==> src/rtl/vram_scan_arbiter_if.sv <==
// CPU request port and VRAM port of the scan arbiter, bundled for the module boundary.
// The arbiter takes the slave view; the CPU/RAM side takes the master view.
interface vram_scan_arbiter_if;
    logic        cpu_req;
    logic        cpu_we;
    logic [15:0] cpu_addr;
    logic [7:0]  cpu_wdata;
    logic        cpu_ack;
    logic [7:0]  cpu_rdata;
    logic [15:0] ram_addr;
    logic        ram_we;
    logic [7:0]  ram_wdata;
    logic [7:0]  ram_rdata;

    modport master (
        output cpu_req, cpu_we, cpu_addr, cpu_wdata, ram_rdata,
        input  cpu_ack, cpu_rdata, ram_addr, ram_we, ram_wdata
    );

    modport slave (
        input  cpu_req, cpu_we, cpu_addr, cpu_wdata, ram_rdata,
        output cpu_ack, cpu_rdata, ram_addr, ram_we, ram_wdata
    );
endinterface

==> src/rtl/vram_scan_arbiter.sv <==
// Shares the single-port VRAM between tile-pattern fetch for scan-out and a CPU req/ack port.
// Display fetches are issued ahead of the beam; every other RAM cycle goes to the CPU.
//
// state    | meaning
// IDLE     | RAM free, nothing pending
// DISP_RD  | fetch address on the RAM bus
// DISP_CAP | pattern byte captured into fetch_buf on entry
// CPU_ACC  | CPU address/data/we on the RAM bus
// CPU_CAP  | cpu_ack high, read data captured on entry
module vram_scan_arbiter #(
    parameter int ACT_COLS  = 32,
    parameter int ACT_LINES = 240,
    parameter int LAST_COL  = 99,
    parameter int LAST_LINE = 524
) (
    input  logic                  Clk,
    input  logic                  Reset,
    input  logic                  pix_ce,
    input  logic [9:0]            hc,
    input  logic [9:0]            vc,
    output logic                  pixel,
    output logic                  fetch_late,
    vram_scan_arbiter_if.slave    bus
);

    typedef enum logic [2:0] {IDLE, DISP_RD, DISP_CAP, CPU_ACC, CPU_CAP} state_t;

    state_t      state;
    logic [7:0]  fetch_buf;
    logic [7:0]  shreg;
    logic [15:0] fetch_addr;
    logic        fetch_pend;

    logic [6:0]  tile;
    logic [6:0]  tgt_col;
    logic [9:0]  tgt_line;
    logic        tgt_valid;
    logic [15:0] tgt_addr;
    logic        trig;
    logic        fetch_now;
    logic        load;
    logic        go_disp;

    assign tile = hc[9:3];

    // Target is the next tile column; after the last column it wraps to column 0 of the next line.
    always_comb begin
        tgt_col  = 7'd0;
        tgt_line = 10'd0;
        if (tile < 7'(LAST_COL)) begin
            tgt_col  = tile + 7'd1;
            tgt_line = vc;
        end else begin
            tgt_col  = 7'd0;
            tgt_line = (vc == 10'(LAST_LINE)) ? 10'd0 : vc + 10'd1;
        end
        tgt_valid = (tgt_col < 7'(ACT_COLS)) && (tgt_line < 10'(ACT_LINES));
        tgt_addr  = 16'({tgt_line[9:3], 8'd0}) + 16'({tgt_col, 4'd0}) + 16'(tgt_line[2:0]);
    end

    assign trig      = pix_ce && (hc[2:0] == 3'd4);
    assign fetch_now = trig && tgt_valid;
    assign load      = pix_ce && (hc[2:0] == 3'd7);
    assign go_disp   = fetch_pend || fetch_now;

    always_ff @(posedge Clk or posedge Reset) begin
        if (Reset) begin
            state         <= IDLE;
            fetch_pend    <= 1'b0;
            fetch_addr    <= 16'd0;
            fetch_buf     <= 8'd0;
            bus.ram_addr  <= 16'd0;
            bus.ram_we    <= 1'b0;
            bus.ram_wdata <= 8'd0;
            bus.cpu_ack   <= 1'b0;
            bus.cpu_rdata <= 8'd0;
        end else begin
            bus.cpu_ack <= 1'b0;
            if (fetch_now) begin
                fetch_addr <= tgt_addr;
                fetch_pend <= 1'b1;
            end else if (trig) begin
                fetch_buf <= 8'd0;
            end
            case (state)
                IDLE, DISP_CAP, CPU_CAP: begin
                    if (go_disp) begin
                        state        <= DISP_RD;
                        bus.ram_addr <= fetch_now ? tgt_addr : fetch_addr;
                        bus.ram_we   <= 1'b0;
                        fetch_pend   <= 1'b0;
                    end else if (bus.cpu_req) begin
                        state         <= CPU_ACC;
                        bus.ram_addr  <= bus.cpu_addr;
                        bus.ram_we    <= bus.cpu_we;
                        bus.ram_wdata <= bus.cpu_wdata;
                    end else begin
                        state <= IDLE;
                    end
                end
                DISP_RD: begin
                    state     <= DISP_CAP;
                    fetch_buf <= bus.ram_rdata;
                end
                CPU_ACC: begin
                    // ram_we still holds this access's direction, so it selects the capture.
                    state       <= CPU_CAP;
                    bus.ram_we  <= 1'b0;
                    bus.cpu_ack <= 1'b1;
                    if (!bus.ram_we)
                        bus.cpu_rdata <= bus.ram_rdata;
                end
                default: state <= IDLE;
            endcase
        end
    end

    always_ff @(posedge Clk or posedge Reset) begin
        if (Reset) begin
            shreg      <= 8'd0;
            fetch_late <= 1'b0;
        end else if (pix_ce) begin
            if (load)
                shreg <= fetch_buf;
            else
                shreg <= {1'b0, shreg[7:1]};
            if (load && (fetch_pend || state == DISP_RD))
                fetch_late <= 1'b1;
        end
    end

    assign pixel = shreg[0];

endmodule

==> src/flat_wrapper.sv <==
// flat-port wrapper written by rule: the top's interface ports become plain ports
module vram_scan_arbiter_flat 
#(
    parameter int ACT_COLS  = 32,
    parameter int ACT_LINES = 240,
    parameter int LAST_COL  = 99,
    parameter int LAST_LINE = 524
)
  (Clk, Reset, pix_ce, hc, vc, pixel, fetch_late, bus_cpu_req, bus_cpu_we, bus_cpu_addr, bus_cpu_wdata, bus_ram_rdata, bus_cpu_ack, bus_cpu_rdata, bus_ram_addr, bus_ram_we, bus_ram_wdata);
  vram_scan_arbiter_if bus_i ();
  input  logic Clk;
  input  logic Reset;
  input  logic pix_ce;
  input  logic [9:0] hc;
  input  logic [9:0] vc;
  output logic pixel;
  output logic fetch_late;
  input wire logic [$bits(bus_i.cpu_req)-1:0] bus_cpu_req;
  input wire logic [$bits(bus_i.cpu_we)-1:0] bus_cpu_we;
  input wire logic [$bits(bus_i.cpu_addr)-1:0] bus_cpu_addr;
  input wire logic [$bits(bus_i.cpu_wdata)-1:0] bus_cpu_wdata;
  input wire logic [$bits(bus_i.ram_rdata)-1:0] bus_ram_rdata;
  output wire logic [$bits(bus_i.cpu_ack)-1:0] bus_cpu_ack;
  output wire logic [$bits(bus_i.cpu_rdata)-1:0] bus_cpu_rdata;
  output wire logic [$bits(bus_i.ram_addr)-1:0] bus_ram_addr;
  output wire logic [$bits(bus_i.ram_we)-1:0] bus_ram_we;
  output wire logic [$bits(bus_i.ram_wdata)-1:0] bus_ram_wdata;
  assign bus_i.cpu_req = bus_cpu_req;
  assign bus_i.cpu_we = bus_cpu_we;
  assign bus_i.cpu_addr = bus_cpu_addr;
  assign bus_i.cpu_wdata = bus_cpu_wdata;
  assign bus_i.ram_rdata = bus_ram_rdata;
  assign bus_cpu_ack = bus_i.cpu_ack;
  assign bus_cpu_rdata = bus_i.cpu_rdata;
  assign bus_ram_addr = bus_i.ram_addr;
  assign bus_ram_we = bus_i.ram_we;
  assign bus_ram_wdata = bus_i.ram_wdata;
  vram_scan_arbiter #(.ACT_COLS(ACT_COLS), .ACT_LINES(ACT_LINES), .LAST_COL(LAST_COL), .LAST_LINE(LAST_LINE)) u_core (.Clk(Clk), .Reset(Reset), .pix_ce(pix_ce), .hc(hc), .vc(vc), .pixel(pixel), .fetch_late(fetch_late), .bus(bus_i));
endmodule
==> config.mk <==
export PLATFORM = sky130hd
export DESIGN_NAME = vram_scan_arbiter_flat
export DESIGN_NICKNAME = d
export VERILOG_FILES = /design/src/rtl/vram_scan_arbiter_if.sv /design/src/rtl/vram_scan_arbiter.sv /design/src/flat_wrapper.sv
export SDC_FILE = /design/constraint.sdc
export NUM_CORES = 1
export LEC_CHECK = 0
export ABC_CLOCK_PERIOD_IN_PS = 2500
export CAP_MARGIN = 10
export CORE_UTILIZATION = 45
export CTS_CLUSTER_SIZE = 12
export DETAILED_ROUTE_END_ITERATION = 10
export GPL_TIMING_DRIVEN = 0
export MAX_ROUTING_LAYER = met4
export PLACE_DENSITY = 0.76
export REMOVE_ABC_BUFFERS = 1
export SLEW_MARGIN = 20
export SYNTH_ARGS = -nofsm -noshare
export SYNTH_HDL_FRONTEND = slang
export SYNTH_SLANG_ARGS = --single-unit
==> constraint.sdc <==
create_clock -name Clk -period 2.5 [get_ports Clk]
set_input_delay 0.625 -clock Clk [delete_from_list [all_inputs] [get_ports Clk]]
set_output_delay 0.625 -clock Clk [all_outputs]
set_load 0.05 [all_outputs]
==> results.md <==
- 40.5% — power share of the combinational group
- setup timing — failing checks
- 2740 ps — worst endpoint required time
- 0 — quantity of hold-fixing buffers added after cts
- 3527 ps — final worst path period need
- 6028 microns — dpl hpwl
- 45.97% — sequential area share after synthesis
- 1.561 mW — net switching power
- 35.85% — fraction of layout cells with a size suffix above 1
- true — setup repair after global routing missed its margin
- 2.453 mW — Int Power
- 8258 sq um — Core ar.
- 0 — number of diodes added for antenna fixing
- 707.6 nW/um^2 — Pwr Density
- 71 — Sinks on Clock Net
- 94.68 microns — height of the chip
- 3,291 — number of global-route vias before repair
- 115 — number of DRC violations after detailed-routing iteration 0
- 46.80% — starting density of the core
- 0 — count of final hold-check violations
- 0.0003786 V — worst vdd rail ir drop
- 56 — unique cell type count in the Yosys netlist
- yes — CTS tree
- 3,297 — detailed-route via count
- 33 — Core Rows
- sky130_fd_sc_hd__dfrtp_1 — most repeated cell in the gate-level netlist after synthesis
- 141.1% — period utilization
- 100.0% — async set-reset flop share out of synthesis
- 36.76% — relative slew slack
- 8963 sq um — die area
- 0 — initial antenna violation count
- flip-flop to flip-flop — type of the most critical hold path
- 0 — max capacitance violation total
- 80 ps — clock transition at the registers of the reported paths
- 16,240 microns — global-route wire length before repair
- input port to flip-flop — path type of the worst setup path
- 92 — I/O Buffers
- 0 — number of remaining DRC errors
- sky130_fd_sc_hd__dfrtp_1 — most used flip-flop cell after synthesis
- 5.665 — average via count per standard cell
- 4846 sq um — instance area after placement
- 283.5 MHz — top achievable clock speed
- 420 ps — Largest stage delay, worst path
- 38.89% — fraction of power spent switching nets
- 11.30 sq um — Mean Syn Cell Area
- sky130_fd_sc_hd__a2111o_1 — slowest stage cell, crit path
- 5673 sq um — total non-filler cell area in the finished layout
- 0 — final antenna-violating net count
- 57 — largest net degree at the start of global routing
- 0 — leftover overflow at the end of global routing
- sky130_fd_sc_hd__clkbuf_8 — Root Buffer Master
- input port — startpoint type of the worst setup path
- 342 — Gate Count Post-Synth
- 7.347 ps — Post-Route Skew
- sky130_fd_sc_hd__dfrtp_1 (71), sky130_fd_sc_hd__mux2_2 (43), sky130_fd_sc_hd__mux2i_1 (28) — top cells by instance count after synthesis
- 0.8966 — routability congestion estimate
- 93 — IO Pins
- 3 — H-tree levels
- sky130_fd_sc_hd__dfrtp_1 (46%), sky130_fd_sc_hd__mux2_2 (13%), sky130_fd_sc_hd__mux2i_1 (7.3%), sky130_fd_sc_hd__inv_1 (2.0%), sky130_fd_sc_hd__a21oi_1 (1.9%) — leading post-synthesis cells by cell area
- 46.78% — Syn-to-layout area delta
- 0 — final number of max-transition violations
- 24.71% — aggregate global-route resource usage
- 3760 ps — data arrival time of the critical path
- 536 — number of nets at the end of the flow
- 3865 sq um — area of the mapped netlist
- 71 — post-synthesis sequential element count
- clkdlybuf4s15_2 -> inv_1 -> ha_1 -> nand2_2 -> nor4_4 -> buf_4 -> nand2b_4 -> o31ai_4 -> inv_2 -> fa_2 -> inv_2 -> a21oi_4 -> a2111oi_4 -> nor4_1 -> a2111o_1 -> mux2_4 -> mux2_4 — critical-path cell list
- 430 ps — setup slack on the worst flop-to-flop path
- 38.2% — portion of total power attributed to sequential cells
- 10,540 microns — total routed wirelength
- -2458 ps — Place WS
- flip-flop — CP endpoint kind
- 52 — count of endpoints failing setup in the final report
- 948.6 ps — Tightest Pin Transition
- 5 — maximum fanout along the worst path
- 21.3% — Clk pwr share
- finished, violations left — result of the run
- 94.68 microns — horizontal extent of the die
- 2.538 nW — total leakage power
- 0 — Ys Warns
- 45.97% — share of Yosys cell area claimed by the top area cell type
- 4.014 mW — Total Power Consumption
- 2 — maximum buffer depth of the clock tree
- -1027 ps — Worst Setup Slack, final
- sky130_fd_sc_hd__dfrtp_1 — post-synthesis cell type with the largest combined area
- 350 ps — source-to-sink clock delay at the later pin of the worst-skew pair
- 0 — number of flops mapped to enable cells by yosys
- 4 — length of the first detailed-routing pass in iterations
- 9 — CTS Buf Count
- 18.11 microns — average detailed-routed wire length per instance
-- repair_timing --
item / 4_1_cts / 5_1_grt
endpoints found under the setup margin: 52 / 52
pin swaps: 30 / 17
cloned: 5 / 1
resized for setup: 118 / 35
setup buffers: 28 / 7
-- sequential cells by signal (all words and copies together), names as in the netlist --
name,cells
u_core.bus.ram_wdata,8
u_core.bus.ram_we,1
u_core.fetch_buf,8
u_core.bus.cpu_rdata,8
u_core.bus.ram_addr,16
u_core.fetch_addr,16
u_core.fetch_late,1
u_core.bus.cpu_ack,1
u_core.state,3
u_core.fetch_pend,1
u_core.shreg,8
-- routing by layer --
layer  track usage, %  vias to the layer above  wire [microns]
li1                 -                     1514               -
met5                -                        -               0
met1            27.59                     1623            4135
met4            9.722                        0             261
met3            7.568                       30             710
met2            41.25                      130            5433
-- logic make-up after synthesis --
group	share of synthesized area, %
compound gates	11.10
xor+xnor	2.040
flops	45.97
buf+inv	4.791
simple gates	11.72
fa+ha+maj	2.460
mux	21.92
-- stage by stage --
stage,cells,hold WS (ps),utilization (%),TNS [ps]
after floorplan,327,449.6,-,-37440
after global placement,524,463.0,58.26,-182960
after detailed placement,525,472.3,58.68,-108480
after CTS,574,494.0,67.36,-20610
after global routing,582,517.7,68.70,-25960
final,582,500.6,68.70,-21690
-- cells in the final DEF, fill, tap and decap left out, types with 3 or more instances in the layout --
cell                              instances
sky130_fd_sc_hd__a21oi_2                  3
sky130_fd_sc_hd__buf_6                    8
sky130_fd_sc_hd__o21ai_1                  6
sky130_fd_sc_hd__a21oi_1                 12
sky130_fd_sc_hd__nand4_1                  4
sky130_fd_sc_hd__nor4_1                   4
sky130_fd_sc_hd__nor3_1                   3
sky130_fd_sc_hd__clkbuf_2                 3
sky130_fd_sc_hd__inv_1                   17
sky130_fd_sc_hd__a31oi_1                  5
sky130_fd_sc_hd__mux2_4                   8
sky130_fd_sc_hd__mux2i_1                 28
sky130_fd_sc_hd__nand2_2                  3
sky130_fd_sc_hd__a22o_1                   8
sky130_fd_sc_hd__dfrtp_1                 71
sky130_fd_sc_hd__nor4_2                   3
sky130_fd_sc_hd__buf_4                   25
sky130_fd_sc_hd__xor2_1                   7
sky130_fd_sc_hd__and3_1                   3
sky130_fd_sc_hd__nand3_1                  4
sky130_fd_sc_hd__mux2_2                  39
sky130_fd_sc_hd__nand3_4                  5
sky130_fd_sc_hd__inv_2                    3
sky130_fd_sc_hd__buf_8                    3
sky130_fd_sc_hd__ha_1                     3
sky130_fd_sc_hd__clkdlybuf4s50_1         74
sky130_fd_sc_hd__buf_2                    8
sky130_fd_sc_hd__nor2_1                  17
sky130_fd_sc_hd__nor3_2                   3
sky130_fd_sc_hd__o21ai_0                  3
sky130_fd_sc_hd__clkbuf_8                10
sky130_fd_sc_hd__nand2_1                 15
sky130_fd_sc_hd__and2_4                   4
sky130_fd_sc_hd__a21bo_4                  3
-- path summary, 6_finish.rpt --
check	start	to	cells past startpoint
max in group asynchronous	Reset	u_core.bus.ram_addr[10]	3
min reg2reg	u_core.fetch_addr[10]	u_core.fetch_addr[10]	2
max	vc[1]	u_core.bus.ram_addr[12]	17
max reg2reg	u_core.fetch_pend	u_core.bus.ram_addr[12]	3
min in group asynchronous	Reset	u_core.bus.ram_addr[4]	2
min	u_core.fetch_addr[10]	u_core.fetch_addr[10]	2
-- power groups by stage --
| stage | Clock [mW] | Combinational (mW) | Sequential [mW] |
|---|---|---|---|
| 6_report | 0.857 | 1.62 | 1.53 |
| 5_1_grt | 0.919 | 1.71 | 1.56 |
| 4_1_cts | 0.871 | 1.61 | 1.53 |
| 3_5_place_dp | 0 | 1.53 | 1.55 |
| 3_3_place_gp | 0 | 1.50 | 1.54 |
| 2_1_floorplan | 0 | 0.410 | 2.11 |
-- critical path: cells and delay by family --
family / cells / cell delay [ps]
fa+ha+maj: 2 / 580
simple gates: 4 / 380
mux: 2 / 560
buf+inv: 5 / 610
compound gates: 4 / 1010
-- final cells by class --
| class | count | area, sq um |
|---|---|---|
| Clock buffer | 11 | 141.4 |
| Tap cell | 105 | 131.4 |
| Clock inverter | 5 | 40.04 |
| Sequential cell | 71 | 1777 |
| Inverter | 21 | 81.33 |
| Fill cell | 598 | 2585 |
| Timing Repair Buffer | 128 | 1225 |
| Multi-Input combinational cell | 241 | 2277 |
Note: power is estimated with default switching activity, not from simulation.
